$ cat config.mk
export PLATFORM = sky130hd
export DESIGN_NAME = melody_sequencer
export DESIGN_NICKNAME = d
export VERILOG_FILES = /design/src/rtl/music_pkg.sv /design/src/rtl/note_timer.sv /design/src/rtl/melody_sequencer.sv
export SDC_FILE = /design/constraint.sdc
export NUM_CORES = 1
export LEC_CHECK = 0
export ABC_AREA = 1
export CAP_MARGIN = 20
export CORE_MARGIN = 5
export CORE_UTILIZATION = 52
export DETAILED_ROUTE_END_ITERATION = 12
export PLACE_DENSITY = 0.78
export SETUP_SLACK_MARGIN = 0.4
export SLEW_MARGIN = 30
export SYNTH_ARGS = -nofsm -noshare
export SYNTH_HDL_FRONTEND = slang
export SYNTH_SLANG_ARGS = --single-unit
$ cat constraint.sdc
create_clock -name clk -period 4.5 [get_ports clk]
set_clock_uncertainty 0.15 [all_clocks]
set_input_delay 0.9 -clock clk [delete_from_list [all_inputs] [get_ports clk]]
set_output_delay 0.9 -clock clk [all_outputs]
set_load 0.02 [all_outputs]
$ cat src/rtl/music_pkg.sv
// Shared encodings for the melody sequencer: FSM states, rest code and
// note-ROM field positions.
package music_pkg;

  typedef enum logic [2:0] {
    ST_IDLE,
    ST_FETCH,
    ST_LOAD,
    ST_PLAY,
    ST_GAP,
    ST_PAUSE
  } state_e;

  localparam logic [3:0] REST_INDEX = 4'd0;

  localparam int DUR_MSB = 7;
  localparam int DUR_LSB = 4;
  localparam int IDX_MSB = 3;
  localparam int IDX_LSB = 0;

endpackage

$ cat src/rtl/note_timer.sv
// Loadable down-counter shared by the sounding and gap phases of a note.
// Load wins over count; the counter parks at zero instead of wrapping.
module note_timer #(
  parameter int CNT_W = 8
) (
  input  logic             clk,
  input  logic             rst,
  input  logic             load_i,
  input  logic [CNT_W-1:0] load_val_i,
  input  logic             en_i,
  output logic [CNT_W-1:0] count_o,
  output logic             expire_o
);

  logic [CNT_W-1:0] cnt_q;

  always_ff @(posedge clk) begin
    if (rst) begin
      cnt_q <= '0;
    end else if (load_i) begin
      cnt_q <= load_val_i;
    end else if (en_i && (cnt_q != '0)) begin
      cnt_q <= cnt_q - CNT_W'(1);
    end
  end

  assign count_o  = cnt_q;
  assign expire_o = (cnt_q == CNT_W'(1));

endmodule

$ cat src/rtl/melody_sequencer.sv
// Steps through a synchronous note ROM, holding each note for dur beats
// (sounding part followed by a short articulation rest), with play/stop/pause/loop.
module melody_sequencer
  import music_pkg::*;
#(
  parameter int ADDR_W   = 8,
  parameter int BEAT_DIV = 1000000,
  parameter int GAP_CYC  = 40000
) (
  input  logic              clk,
  input  logic              rst,
  input  logic              play,
  input  logic              stop,
  input  logic              pause,
  input  logic              loop_en,
  output logic [ADDR_W-1:0] rom_addr,
  input  logic [7:0]        rom_data,
  output logic [3:0]        note_index,
  output logic              busy,
  output logic              paused,
  output logic              done
);

  localparam int CNT_W = $clog2(15 * BEAT_DIV);
  localparam logic [CNT_W-1:0] BEAT_C = CNT_W'(BEAT_DIV);
  localparam logic [CNT_W-1:0] GAP_C  = CNT_W'(GAP_CYC);

  state_e            state_q, state_d;
  state_e            resume_q, resume_d;
  logic [ADDR_W-1:0] addr_q, addr_d;
  logic [3:0]        idx_q, idx_d;
  logic [3:0]        note_q, note_d;
  logic              busy_q, busy_d;
  logic              paused_q, paused_d;
  logic              done_q, done_d;

  logic              tmr_load;
  logic [CNT_W-1:0]  tmr_val;
  logic              tmr_en;
  logic [CNT_W-1:0]  tmr_count;
  logic              tmr_expire;

  logic [3:0]        dur_w;
  logic [3:0]        idx_w;

  assign dur_w  = rom_data[DUR_MSB:DUR_LSB];
  assign idx_w  = rom_data[IDX_MSB:IDX_LSB];
  assign tmr_en = (state_q == ST_PLAY) || (state_q == ST_GAP);

  note_timer #(.CNT_W(CNT_W)) u_timer (
    .clk        (clk),
    .rst        (rst),
    .load_i     (tmr_load),
    .load_val_i (tmr_val),
    .en_i       (tmr_en),
    .count_o    (tmr_count),
    .expire_o   (tmr_expire)
  );

  always_ff @(posedge clk) begin
    if (rst) begin
      state_q  <= ST_IDLE;
      resume_q <= ST_IDLE;
      addr_q   <= '0;
      note_q   <= REST_INDEX;
      busy_q   <= 1'b0;
      paused_q <= 1'b0;
      done_q   <= 1'b0;
    end else begin
      state_q  <= state_d;
      resume_q <= resume_d;
      addr_q   <= addr_d;
      note_q   <= note_d;
      busy_q   <= busy_d;
      paused_q <= paused_d;
      done_q   <= done_d;
    end
  end

  // Note index only matters while sounding, so it carries no reset.
  always_ff @(posedge clk) begin
    idx_q <= idx_d;
  end

  always_comb begin
    state_d  = state_q;
    resume_d = resume_q;
    addr_d   = addr_q;
    idx_d    = idx_q;
    tmr_load = 1'b0;
    tmr_val  = '0;
    if (stop) begin
      state_d  = ST_IDLE;
      addr_d   = '0;
      tmr_load = 1'b1;
    end else begin
      unique case (state_q)
        ST_IDLE: begin
          if (play) begin
            state_d = ST_FETCH;
            addr_d  = '0;
          end
        end
        ST_FETCH: begin
          if (pause) begin
            state_d  = ST_PAUSE;
            resume_d = ST_FETCH;
          end else begin
            state_d = ST_LOAD;
          end
        end
        ST_LOAD: begin
          if (pause) begin
            state_d  = ST_PAUSE;
            resume_d = ST_FETCH;
          end else if (dur_w != 4'd0) begin
            idx_d    = idx_w;
            tmr_load = 1'b1;
            tmr_val  = CNT_W'(dur_w) * BEAT_C - GAP_C;
            state_d  = ST_PLAY;
          end else if (loop_en) begin
            addr_d  = '0;
            state_d = ST_FETCH;
          end else begin
            state_d = ST_IDLE;
          end
        end
        // The cycle a pause arrives still counts; the post-step state is what resumes.
        ST_PLAY: begin
          resume_d = ST_PLAY;
          if (tmr_expire) begin
            tmr_load = 1'b1;
            tmr_val  = GAP_C;
            resume_d = ST_GAP;
          end
          state_d = pause ? ST_PAUSE : resume_d;
        end
        ST_GAP: begin
          resume_d = ST_GAP;
          if (tmr_expire) begin
            addr_d   = addr_q + ADDR_W'(1);
            resume_d = ST_FETCH;
          end
          state_d = pause ? ST_PAUSE : resume_d;
        end
        ST_PAUSE: begin
          if (pause) begin
            state_d = resume_q;
          end
        end
        default: state_d = ST_IDLE;
      endcase
    end
  end

  always_comb begin
    note_d   = (state_d == ST_PLAY) ? idx_d : REST_INDEX;
    busy_d   = (state_d != ST_IDLE);
    paused_d = (state_d == ST_PAUSE);
    done_d   = (state_q == ST_LOAD) && !stop && !pause && (dur_w == 4'd0) && !loop_en;
  end

  assign rom_addr   = addr_q;
  assign note_index = note_q;
  assign busy       = busy_q;
  assign paused     = paused_q;
  assign done       = done_q;

endmodule

==> impl.org <==
** Outcome
- Outcome :: completed

** Clock tree
- The tree built by TritonCTS fans out to slightly below 50 sinks.
- Clock-pin slew on the worst setup and hold paths :: 90 ps
- Clock H-tree levels :: 2
- Cells resized by post-CTS repair :: 0
- TritonCTS built the clock tree.
- In this run the post-CTS setup repair buffer count came out at 0.
- Clock latency on the worst-skew pair, taken at its later pin, is approximately 310 ps.
- Number of buffers created by CTS :: 5
- Clock root buffer :: clkbuf_8
- Hold bufs inserted after CTS :: 0
- Max clock buf depth :: 2

** Synth
- Sequential share of the synthesized area :: about 25%
- By area, the combinational part of the netlist is dominated by simple AND/OR/NAND/NOR gates.
- Syn_nets :: 646
- The commonest cells after synthesis are nand2_1 (130), nor2_1 (86), inv_1 (80).
- Post-synthesis register bit count :: 49
- Summed over all instances, the cell type with the most area after synthesis is dfxtp_1.
- By area the synthesized netlist is led by dfxtp_1 (25%), nand2_1 (12%), ha_1 (8.3%), nor2_1 (8.2%), inv_1 (7.6%).
- Summing every instance area after synthesis gives roughly 0.004 mm².
- Among all flip-flop cells after synthesis, the most frequent one is dfxtp_1.
- Average cell area after synthesis :: 6.533 µm²
- Of the total synthesized cell area, the portion taken by XOR and XNOR cells is roughly 3.6%.
- The number of different library cells used by synthesis comes to 39.
- Number of flops mapped to enable cells by yosys :: 0
- The cell count after synthesis came out at about 600.
- Portion of netlist area occupied by mux cells :: 0%
- Of the total synthesized cell area, the portion taken by AND, OR, NAND and NOR gates is a little under two fifths.
- In the post-synthesis netlist, the cell with the most instances is nand2_1.
- The top cell type by area accounts for approximately 25% of the synthesized area.
- Of all flip-flops after synthesis, the portion carrying an async set or reset was 0%.
- Complex-gate fraction of the synthesized area :: 12.91%
- The Yosys step of the flow raised 0 warnings.
- Summing the areas of all fa, ha and maj instances in the mapped netlist gives 10.83% of the synthesized area.

** Cells and area
- Area of the multi-input gates :: about 0.0026 mm²
- After the last flow step, the layout net total stands at 678.
- After filler insertion, the fill cell instance count of the layout stands at 715.
- In the final layout, flip-flops and latches occupy ~980 µm².
- The post-route netlist has between 7 and 8% of its cells at a drive strength greater than 1.
- # diodes :: 0
- Leaving out filler cells and counting taps, the final layout contains 733.
- Final core utilization :: roughly 60%
- Relative to the synthesized area, the layout overhead comes to 11.95%.

** STA
- The final-report max-slew violation count was 0.
- Total negative setup slack :: 0 ps
- Counting I/O delays and the setup requirement, the final critical path takes between 3000 and 4000 ps.
- Peak Freq :: 0.2635 GHz
- Number of failing hold endpoints at the final stage :: 0
- PnR worst setup slack :: 704.9 ps
- Setup repair after global routing left no endpoint under its margin.
- Worst Tran Pin Value :: ~730 ps
- The final critical path takes up a little over four fifths of the cycle.
- Total setup violations reported at the end of the flow :: 0
- Worst slew margin :: approximately 50%

** Routing
- Using the TritonRoute via totals, the vias-per-cell ratio works out to ~5.3.
- Wire per inst :: ~13 µm
- The first detailed-routing pass ran for 4 iterations.
- In this run the remaining antenna-violating nets after routing total 0.
- Via Count :: ~3900
- In the routed design, unresolved DRC markers number 0.
- Aggregate routed wire length :: around 9500 µm
- Iteration-0 DRC Markers :: 221

** Setup path
- Required time at the worst-slack endpoint :: 4590 ps
- Counting cells, the worst reg-to-reg path comes to 10.
- Crit path buf inv count :: 4
- CP Cell Sequence :: clkdlybuf4s50_1, inv_1, ha_1, fa_1, inv_1, fa_1, inv_1, a211oi_1, a21oi_1, o21ai_0, nor2_1, nor2_1
- The startpoint identified for the worst register-to-register timing path is u_timer.count_o[10].
- Critical path class :: input pin to flip-flop
- STA classifies the critical path endpoint as a flip-flop.
- Reg-to-Reg End :: u_timer.count_o[20]
- On the critical path the largest part of the delay comes from adder cells.
- CP dominant cell by count :: inv_1
- Setup slack on the worst reg-to-reg path comes out at 2300 ps.
- Type of element launching the critical path :: input pin
- Delay of the slowest cell on the worst path :: ~550 ps
- STA puts the critical path data arrival time at about 3900 ps.
- Worst Path Max Fanout :: 3
- On the critical path, the stage with the largest delay is an instance of fa_1.

** Pwr
- The analysis attributes to cell leakage a power of between 2 and 2.5 nW.
- Across the VDD grid, the largest voltage drop is ~0.13 mV.
- The analysis attributes to net switching a power of between 400 and 500 µW.
- Combinational logic burns between 30% and 40% of the power.
- Pwr per Cell Area :: 253.0 mW/mm²
- Net switching is a little over a third of the power.
- Sequential power share :: 42.1%
- Internal Power :: slightly above 700 µW
- Clock network power share :: between 20% and 30%

** Floorplan
- Die area :: between 0.009 and 0.01 mm²
- Top-Level Pins :: 29
- Area of the placeable core :: between 0.007 and 0.008 mm²
- Cell Rows :: 31
- Initial core utilization :: about 54%
- Floorplan die width :: a little under 100 µm
- Die Height :: 96.90 µm

** Placement
- Once placement completed, the tool counted placed cells totaling 725.
- Final estimated routing congestion in global placement :: between 0.9 and 1
- During placement, the flow inserted port buffers numbering 28.
- Prior to clock tree synthesis, the placed netlist has a worst setup slack of between 200 and 300 ps.
- HPWL after DPL :: 7324 µm

** Global route
- Antenna violations before repair :: 0
- The total overflow left after global routing is 0.
- Number of global-route vias before repair :: about 3700
- Entering global routing, the biggest net connects 27 pins.
- The first global-routing pass estimated between 15000 and 20000 µm of wire.
- Total global routing track utilization :: roughly a fifth

** Job
- Max-cap violations in this run came to 0.

** Worst hold path
- Classification of the worst-slack hold path :: flip-flop to flip-flop
- Number of stages on the worst hold path :: 2
- Hold Crit Start :: rom_addr[4]
- The path with the worst hold slack has its endpoint at rom_addr[4].
cell usage in the layout (no fill, tap or decap), drive strengths merged, types with 2 or more instances in the layout:
cell / n
dlymetal6s2s: 2
buf: 4
clkdlybuf4s50: 26
xnor2: 6
o21ai: 49
nor2: 100
clkbuf: 6
inv: 85
a21oi: 42
xor2: 10
nand4: 10
o21bai: 2
or2: 8
nor3: 9
dfxtp: 49
ha: 26
nand2: 138
fa: 5
o211ai: 3
nand3: 45
nand3b: 4
cell type report:
class                   count  share of cell area (%)
flip-flops and latches     49                   22.32
multi-input cells         461                   58.33
clock buffers               6                   1.651
well taps                  99                   2.818
repair buffers             32                   7.173
clock inverters             2                  0.3131
inverters                  84                   7.401
worst max-delay path by stage:
| stage | cells after the start | start | end |
|---|---|---|---|
| 2_1_floorplan | 16 | rom_data[5] | u_timer.count_o[23] |
| 3_3_place_gp | 17 | rom_data[7] | u_timer.count_o[23] |
| 3_5_place_dp | 16 | rom_data[6] | u_timer.count_o[23] |
| 4_1_cts | 16 | rom_data[6] | u_timer.count_o[23] |
| 5_1_grt | 16 | rom_data[5] | u_timer.count_o[23] |
| 6_report | 12 | rom_data[5] | u_timer.count_o[19] |
tightest hold or removal path, stage by stage, from the launching register on:
cell	delay, ps
dfxtp_1	330
inv_1	50
a21oi_1	50
cells by family (layout without fill, tap and decap cells):
| group | after synthesis | in the layout |
|---|---|---|
| AO/OA/AOI/OAI | 98 | 98 |
| XOR/XNOR | 16 | 16 |
| AND/OR/NAND/NOR | 316 | 316 |
| adder cells (fa/ha/maj) | 31 | 31 |
| buffers and inverters | 91 | 124 |
| flip-flops | 49 | 49 |
routing by layer:
layer  wire length (µm)  vias to the layer above  track usage [%]
met3                377                       16            3.165
li1                   -                     1991                -
met1               4322                     1769            26.03
met4                129                        0            4.428
met2               4641                      103            36.36
met5                  0                        -                0
registers in the layout, summed over array words and instances, names as in the netlist:
signal and flops:
idx_q 4, busy 1, paused 1, u_timer.count_o 24, note_index 4, state_q 3, done 1, rom_addr 8
resume_q 3
power by group through the flow:
| stage | combinational (mW) | clock, mW | sequential (mW) |
|---|---|---|---|
| 3_5_place_dp | 0.369 | 0 | 0.478 |
| 5_1_grt | 0.430 | 0.292 | 0.471 |
| 2_1_floorplan | 0.290 | 0 | 0.475 |
| 4_1_cts | 0.374 | 0.274 | 0.468 |
| 6_report | 0.376 | 0.267 | 0.469 |
| 3_3_place_gp | 0.362 | 0 | 0.477 |
metrics by stage:
stage,cell area [µm²],hold slack (ps),power (mW)
after global placement,4304,294.5,0.8392
after floorplan,3926,312.5,0.7651
final,4395,314.4,1.112
after global routing,4395,349.2,1.194
after CTS,4390,317.2,1.116
after detailed placement,4304,304.6,0.8472
Power figures use the tool's default switching activity.
